--- config.mk ---
export PLATFORM = sky130hd
export DESIGN_NAME = ntt_butterfly_addr_gen
export DESIGN_NICKNAME = d
export VERILOG_FILES = /design/src/rtl/ntt_butterfly_addr_gen.sv
export SDC_FILE = /design/constraint.sdc
export NUM_CORES = 1
export LEC_CHECK = 0
export ABC_CLOCK_PERIOD_IN_PS = 4500
export CAP_MARGIN = 20
export CORE_UTILIZATION = 30
export CTS_BUF_LIST = sky130_fd_sc_hd__clkbuf_16
export DETAILED_ROUTE_END_ITERATION = 8
export DONT_BUFFER_PORTS = 1
export GPL_TIMING_DRIVEN = 0
export PLACE_DENSITY = 0.54
export SKIP_LAST_GASP = 1
export SYNTH_ARGS = -nofsm -noshare
export SYNTH_HDL_FRONTEND = slang
export SYNTH_SLANG_ARGS = --single-unit
--- constraint.sdc ---
create_clock -name clk -period 4.5 [get_ports clk]
set_input_delay 0.45 -clock clk [delete_from_list [all_inputs] [get_ports clk]]
set_output_delay 0.45 -clock clk [all_outputs]
set_load 0.005 [all_outputs]
--- src/rtl/ntt_butterfly_addr_gen.sv ---
`default_nettype none
// ============================================================================
// Module      : ntt_butterfly_addr_gen
// Description : Radix-2 Cooley-Tukey butterfly address sequencer. After the
//               coefficients are loaded into two half-size banks (low bank
//               holds indices < RING_SIZE/2), it walks every NTT stage and
//               emits, per butterfly, the bank/address of both operands and
//               the twiddle ROM index on a valid/ready stream. A programmable
//               idle gap separates stages so that write-backs of one stage
//               land before the next stage reads them.
// Ports       : clk        - clock, all state updates on posedge
//               reset      - synchronous, active-high
//               start      - load complete, sampled only in IDLE
//               out_ready  - datapath accepts the current pair
//               out_valid  - pair outputs valid
//               bank_a/b   - operand bank (0 = low, 1 = high)
//               addr_a/b   - operand address within its bank
//               tw_idx     - twiddle ROM index
//               stage      - current stage 0..LOG-1
//               last_pair  - current pair is the last of its stage
//               busy       - sequencing a transform (RUN or GAP)
//               done       - one-cycle pulse after the final pair is taken
// Revision    : 1.0 - initial release
// ============================================================================
module ntt_butterfly_addr_gen #(
    parameter int RING_SIZE = 256,
    parameter int STAGE_GAP = 4
) (
    input  logic                           clk,
    input  logic                           reset,
    input  logic                           start,
    input  logic                           out_ready,
    output logic                           out_valid,
    output logic                           bank_a,
    output logic [$clog2(RING_SIZE)-2:0]   addr_a,
    output logic                           bank_b,
    output logic [$clog2(RING_SIZE)-2:0]   addr_b,
    output logic [$clog2(RING_SIZE)-2:0]   tw_idx,
    output logic [$clog2(RING_SIZE)-1:0]   stage,
    output logic                           last_pair,
    output logic                           busy,
    output logic                           done
);

    localparam int c_LOG   = $clog2(RING_SIZE);
    localparam int c_GAP_W = (STAGE_GAP > 0) ? $clog2(STAGE_GAP + 1) : 1;

    localparam logic [1:0] c_S_IDLE = 2'd0;
    localparam logic [1:0] c_S_RUN  = 2'd1;
    localparam logic [1:0] c_S_GAP  = 2'd2;
    localparam logic [1:0] c_S_FIN  = 2'd3;

    localparam logic [c_LOG-1:0]   c_STAGE_ONE  = c_LOG'(1);
    localparam logic [c_LOG-1:0]   c_STAGE_LAST = c_LOG'(c_LOG - 1);
    localparam logic [c_LOG-2:0]   c_PAIR_ONE   = (c_LOG-1)'(1);
    // N/2-1 is all ones in an N/2 counter
    localparam logic [c_LOG-2:0]   c_PAIR_LAST  = '1;
    localparam logic [c_GAP_W-1:0] c_GAP_INIT   = c_GAP_W'(STAGE_GAP);
    localparam logic [c_GAP_W-1:0] c_GAP_ONE    = c_GAP_W'(1);

    logic [1:0]         r_state;
    logic [c_LOG-1:0]   r_stage;
    logic [c_LOG-2:0]   r_pair;
    logic [c_GAP_W-1:0] r_gap;

    logic               w_valid;
    logic [c_LOG-2:0]   w_one_p;
    logic [c_LOG-2:0]   w_mask;
    logic [c_LOG-2:0]   w_off;
    logic [c_LOG-2:0]   w_grp;
    logic [c_LOG-1:0]   w_len;
    logic [c_LOG-1:0]   w_a;
    logic [c_LOG-1:0]   w_b;
    logic [c_LOG-2:0]   w_tw;

    // ------------------------------------------------------------------------
    // Sequencer
    // ------------------------------------------------------------------------
    always_ff @(posedge clk) begin
        if (reset) begin
            r_state <= c_S_IDLE;
            r_stage <= '0;
            r_pair  <= '0;
            r_gap   <= '0;
        end else begin
            case (r_state)
                c_S_IDLE: begin
                    if (start) begin
                        r_state <= c_S_RUN;
                        r_stage <= '0;
                        r_pair  <= '0;
                    end
                end
                c_S_RUN: begin
                    // out_valid is always high here, so ready alone means a fire
                    if (out_ready) begin
                        if (r_pair != c_PAIR_LAST) begin
                            r_pair <= r_pair + c_PAIR_ONE;
                        end else if (r_stage != c_STAGE_LAST) begin
                            if (STAGE_GAP > 0) begin
                                r_state <= c_S_GAP;
                                r_gap   <= c_GAP_INIT;
                            end else begin
                                r_stage <= r_stage + c_STAGE_ONE;
                                r_pair  <= '0;
                            end
                        end else begin
                            r_state <= c_S_FIN;
                        end
                    end
                end
                c_S_GAP: begin
                    r_gap <= r_gap - c_GAP_ONE;
                    // the cycle the counter reads 1 is the last idle cycle
                    if (r_gap == c_GAP_ONE) begin
                        r_state <= c_S_RUN;
                        r_stage <= r_stage + c_STAGE_ONE;
                        r_pair  <= '0;
                    end
                end
                c_S_FIN: begin
                    r_state <= c_S_IDLE;
                end
                default: begin
                    r_state <= c_S_IDLE;
                end
            endcase
        end
    end

    // ------------------------------------------------------------------------
    // Pair arithmetic: len = 1<<s, offset = p mod len, group = p / len.
    // a = group*2*len + offset, b = a + len, tw = offset << (LOG-1-s).
    // ------------------------------------------------------------------------
    assign w_valid = (r_state == c_S_RUN);
    assign w_one_p = c_PAIR_ONE;
    // at s = LOG-1 the shift overflows to 0 and the subtraction gives all ones,
    // which is exactly len-1 in LOG-1 bits
    assign w_mask  = (w_one_p << r_stage) - w_one_p;
    assign w_off   = r_pair & w_mask;
    assign w_grp   = r_pair >> r_stage;
    assign w_len   = c_STAGE_ONE << r_stage;
    assign w_a     = ({1'b0, w_grp} << (r_stage + c_STAGE_ONE)) | {1'b0, w_off};
    assign w_b     = w_a + w_len;
    assign w_tw    = w_off << (c_STAGE_LAST - r_stage);

    assign out_valid = w_valid;
    assign bank_a    = w_valid & w_a[c_LOG-1];
    assign addr_a    = w_valid ? w_a[c_LOG-2:0] : '0;
    assign bank_b    = w_valid & w_b[c_LOG-1];
    assign addr_b    = w_valid ? w_b[c_LOG-2:0] : '0;
    assign tw_idx    = w_valid ? w_tw : '0;
    assign last_pair = w_valid & (r_pair == c_PAIR_LAST);
    assign stage     = r_stage;
    assign busy      = (r_state == c_S_RUN) | (r_state == c_S_GAP);
    assign done      = (r_state == c_S_FIN);

endmodule
`default_nettype wire
; ---- After elaboration in Yosys (flattened, before gate mapping)
; Index checks and enable logic that the tools add are counted.
[classes]
n_addsub = 6
eq_ne = 13
shifts = 5
muxes = 21
bitwise_logic = 6
n_reduce_logical = 8
[ops]
columns = cell, n
row1 = 2-to-1 mux 7 bit, 7
row2 = one-hot mux 7 bit (3 select lines), 1
row3 = 2-to-1 mux 8 bit, 2
row4 = one-hot mux 8 bit (2 select lines), 1
row5 = 2-to-1 mux 3 bit, 3
row6 = "adder 8 x 1 -> 8 bit, second input constant", 1
row7 = adder 8 bit, 1
row8 = 2-to-1 mux 2 bit, 4
row9 = "!= test 2 bit, second input constant", 4
row10 = "!= test 8 x 3 -> 1 bit, second input constant", 1
row11 = OR 8 x 7 -> 8 bit, 1
row12 = one-hot mux 2 bit (4 select lines), 1
row13 = AND reduction 4 bit, 2
row14 = "left shift 1 x 8 -> 7 bit, first input constant", 1
row15 = "left shift 1 x 8 -> 8 bit, first input constant", 1
row16 = left shift 7 x 8 -> 7 bit, 1
row17 = left shift 7 x 8 -> 8 bit, 1
row18 = >> shifter 7 x 8 -> 7 bit, 1
row19 = "subtractor 3 x 8 -> 8 bit, first input constant", 1
row20 = "adder 7 x 1 -> 7 bit, second input constant", 1
row21 = bitwise AND 7 bit, 1
row22 = "== test 7 bit, second input constant", 1
row23 = "!= test 7 bit, second input constant", 1
row24 = "subtractor 7 x 1 -> 7 bit, second input constant", 1
row25 = other kinds (14), 19
[totals]
regBits = 20
in_bits = 4
output_inout_bits = 35
elab_cells = 63

; ---- Logic depth before layout (Yosys ltp)
[depth]
depth_word = 6
mapped_depth = 18
depth_no_buf = 15

; ---- Worst setup path after synthesis
; No wires, ideal clock.
[synth_timing]
path_kind = register to output
startpoint = register r_stage[5], in the netlist stage[5]
endpoint = output port addr_b[6]
t_arrival_ps = 3007
t_required_ps = 4050
setup_slack_ps = 1043
stages_incl_launch_ff = 17
path_buffers = 3
cell_sequence = dfxtp_1 buf_2 nor3_4 and2_1 buf_2 nand3_1 ha_1 clkbuf_1 xor2_1 a22o_1 ha_1 a21o_1 a21oi_1 o21bai_1 a21oi_1 xor2_1 nor2_1
[synth_between]
elab_chain_len = 6
[synth_lines]
columns = item, line
row1 = start: declaration, 62  ; logic [c_LOG-1:0] r_stage;
row2 = start signal: assignment, 104  ; r_stage <= r_stage + c_STAGE_ONE;
row3 = start signal: assignment, 117  ; r_stage <= r_stage + c_STAGE_ONE;
row4 = branches (longest 4 deep; another with adder 8 x 1 -> 8 bit), -
row5 = adder 8 bit (*), 144  ; assign w_b = w_a + w_len;
row6 = 2-to-1 mux 7 bit (*), 151  ; assign addr_b = w_valid ? w_b[c_LOG-2:0] : '0;
row7 = end: declaration, 37  ; output logic [$clog2(RING_SIZE)-2:0] addr_b,
; Mark *: on every way between the ends.

; ---- Worst setup path after layout
[layout_timing]
startpoint = register r_stage[2], in the netlist stage[2]
endpoint = output port bank_b
[layout_between]
elab_chain_len = 6
[layout_lines]
columns = item, line
row1 = branches (longest 4 deep; another with adder 8 x 1 -> 8 bit), -
row2 = adder 8 bit (*), 144
row3 = bitwise AND 1 bit (*), 150  ; assign bank_b = w_valid & w_b[c_LOG-1];
row4 = end: declaration, 36  ; output logic bank_b,
; Marks and branches as above.

==> flow_summary.json <==
{
  "status": "finished clean",
  "worst_pin_slew_ns": 0.849,
  "io_buffers": 0,
  "postCtsHoldBufs": 0,
  "worstPathArrival_ns": 3.69,
  "first_iter_violations": 213,
  "min_path_type": "in2reg",
  "critical_path.max_fanout": 10,
  "cp_cell_sequence": "buf_2 -> clkbuf_1 -> inv_1 -> nand3_1 -> ha_2 -> nand2b_1 -> nand2_1 -> ha_1 -> a21o_1 -> a21oi_1 -> nor2b_1 -> o21ai_0 -> a21oi_1 -> nor4_1 -> nand2b_1",
  "post_drt_via_cell_ratio": 5.74,
  "fin_skew_ns": 0.00119,
  "cts_buffer_depth": 2,
  "cts_max_level": 1,
  "initial_core_util_pct": 30.9,
  "rows": 33,
  "reg2reg_depth": 8,
  "internal-power_w": 0.000315,
  "fmax_mhz": 242,
  "whs_ns": 0.264,
  "ir_worst_vdd_mv": 0.182,
  "cellPowerDensity_nw_per_um2": 154,
  "critPathMaxStageDelay_ns": 0.42,
  "synthToLayoutAreaGrowth_pct": 8.08,
  "fp.dieArea_um2": 8830,
  "hold_violations": 0,
  "synthXorXnorAreaFrac_pct": 5.86,
  "cts_tree": "yes",
  "synth_largest_area_cell": "dfxtp_1",
  "p_sw_share_pct": 25.4,
  "synth_cells": 375,
  "post-place-ws_ns": 0.471,
  "synth.area.top_cells": "dfxtp_1 16%, ha_1 8.9%, nor2_1 7.1%, a21oi_1 5.7%, o21ai_0 4.7%",
  "nets": 402,
  "combPwrFrac_pct": 13.7,
  "netlist.area_leader.share_pct": 15.8,
  "numCtsBuffers": 3,
  "post-route-drc-count": 0,
  "p_seq_share_pct": 43.6,
  "cpLargestDelayFamily": "simple AND/OR/NAND/NOR gates",
  "dr_total_vias": 2769,
  "synth_edf_count": 0,
  "grt_max_degree": 11,
  "tns_ns": 0,
  "min_period_ns": 4.14,
  "total_power_w": 0.000422,
  "timing.rr.end": "r_gap[0]$_SDFFE_PP0P_",
  "grt_antenna_before_repair": 0,
  "drive_above_1_share_pct": 6.37,
  "layout_common_cells": "48 x nor2_1, 32 x nand2_1, 29 x a21oi_1, 24 x o21ai_0, 20 x dfxtp_1",
  "muxShareOfSynthArea_pct": 4.14,
  "worst-setup-path-type": "reg2out",
  "setup.worst_path.start": "stage[2]$_SDFFE_PP0P_",
  "cp_slowest_cell": "dfxtp_1",
  "worstSetupStartpointType": "register",
  "cp_num_cells": 15,
  "grt_pass1_vias": 2591,
  "syn_area_per_cell_um2": 6.77,
  "antenna_cells": 0,
  "synthSimpleGateAreaFrac_pct": 31.0,
  "grt_pass1_wl_um": 13100,
  "ios": 39,
  "p_leak_nw": 1.06,
  "synth_top_family_by_area": "simple AND/OR/NAND/NOR gates",
  "post_cts_buffers": 0,
  "grt_setup_unrepaired": "false",
  "avgRoutedWirePerCell_um": 16.6,
  "maxCapViolations": 0,
  "gp_congestion": 0.930,
  "dr.pass1.iters": 5,
  "wl_um": 8010,
  "yosys_register_bits": 20,
  "crit_path_end_kind": "output pin",
  "fin_util_pct": 33.4,
  "nFillCells": 915,
  "crit_end": "bank_b",
  "syn_nets": 398,
  "grtUsageTotal_pct": 18.7,
  "switchingPower_w": 0.000107,
  "dp_hpwl_um": 6200,
  "yosysSeqAreaShare_pct": 15.8,
  "overflow": 0,
  "finalCritPeriodShare_pct": 91.9,
  "max_slew_margin_pct": 42.9,
  "layout_commonest_cell": "nor2_1",
  "async_flop_share_pct": 0,
  "rrSetupSlack_ns": 2.27,
  "cts-root-buf": "clkbuf_16",
  "crit_required_ns": 4.05,
  "ys.flop_type": "dfxtp_1",
  "core_area_um2": 8220,
  "ys_types": 57,
  "clockPowerShare_pct": 42.7,
  "setup_ws_ns": 0.364,
  "die_h_um": 94.0,
  "die_x_um": 94.0,
  "setup_violations": 0,
  "r2r-start": "r_pair[4]$_SDFFE_PP0P_",
  "drtAntennaViolNets": 0,
  "slew_violations": 0,
  "synthAdderAreaFrac_pct": 9.66,
  "clkSlewWorstSetupHoldPaths_ns": 0.05,
  "ctsResizeCount": 0,
  "synth_compound_area_share_pct": 25.4,
  "clkLatencyLatePin_ns": 0.25,
  "clock_sinks": 20,
  "syn_area_um2": 2540,
  "yosys_warnings": 0,
  "path_buf_inv": 3
}
==> synthesized netlist by cell type (all sizes together) (2+ instances only) <==
cell type,n
xor2,8
and2,9
nand4,6
o221ai,2
nand2b,12
a21oi,30
xnor2,9
a22oi,6
dfxtp,20
clkbuf,16
o22ai,4
o21ai,26
mux2i,6
mux2,2
inv,19
nor2b,6
o211ai,4
nor2,48
clkinv,2
nor3,10
and3,4
o31ai,6
nor4,4
a21o,3
a22o,2
or3,2
ha,18
nand3,18
a32oi,3
nand2,32
nor3b,4
a31oi,4
o21bai,3
buf,12
==> layout make-up <==
class	instances	area, um2	area share, %
plain buffers	27	124	4.51
clock buffers	3	75.1	2.74
inverters	21	78.8	2.87
multi-input cells	306	1930	70.5
flip-flops and latches	20	400	14.6
well taps	105	131	4.79
==> logic make-up (layout without fill, tap and decap cells) <==
| family | Yosys count | count (layout) |
|---|---|---|
| buffers and inverters | 49 | 51 |
| and+or+nand+nor | 159 | 159 |
| xor gates and xnor gates | 17 | 17 |
| adders and majority gates | 19 | 19 |
| muxes | 9 | 9 |
| AOI/OAI and AO/OA | 102 | 102 |
| DFF | 20 | 20 |
==> per-stage QoR <==
| stage | cell area [um2] | std cells |
|---|---|---|
| floorplan | 2540 | 375 |
| global placement | 2670 | 480 |
| detailed placement | 2670 | 480 |
| CTS | 2750 | 483 |
| global route | 2740 | 482 |
| finish | 2740 | 482 |
==> registers in the layout, summed over array words and instances, names as in the netlist <==
| register | count |
|---|---|
| r_pair | 7 |
| r_gap | 3 |
| r_state | 2 |
| stage | 8 |
==> how the worst min path moves through the flow <==
stage	from	endpoint	slack, ns	cells past startpoint
finish	reset	stage[3]$_SDFFE_PP0P_	0.26	1
global route	reset	stage[3]$_SDFFE_PP0P_	0.26	1
CTS	reset	stage[3]$_SDFFE_PP0P_	0.26	1
detailed placement	r_gap[2]$_SDFFE_PP0P_	r_gap[2]$_SDFFE_PP0P_	0.51	2
global placement	r_gap[2]$_SDFFE_PP0P_	r_gap[2]$_SDFFE_PP0P_	0.49	2
floorplan	r_gap[2]$_SDFFE_PP0P_	r_gap[2]$_SDFFE_PP0P_	0.46	2
==> routing by layer <==
| layer | vias to the layer above | share of wire (%) | GRT usage [%] |
|---|---|---|---|
| met1 | 1306 | 46 | 26.1 |
| met4 | 0 | 2.0 | 6.15 |
| li1 | 1334 | - | - |
| met5 | - | 0 | 0 |
| met2 | 114 | 43 | 28.3 |
| met3 | 15 | 8.5 | 3.88 |
==> power by group through the flow <==
| stage | clock network (W) | logic [W] | registers (W) |
|---|---|---|---|
| 2_1_floorplan | 0 | 0.0000423 | 0.000186 |
| 3_3_place_gp | 0 | 0.0000582 | 0.000188 |
| 3_5_place_dp | 0 | 0.0000583 | 0.000188 |
| 4_1_cts | 0.000185 | 0.0000587 | 0.000184 |
| 5_1_grt | 0.000195 | 0.0000648 | 0.000184 |
| 6_report | 0.000181 | 0.0000579 | 0.000184 |
==> worst reg2reg max path: cells and delay by family (launching register included) <==
family	cells	cell delay (ns)
compound gates	1	0.28
flops	1	0.30
simple gates	5	0.87
buf+inv	1	0.43
mux	1	0.27
Note: power is estimated with default switching activity, not from simulation.
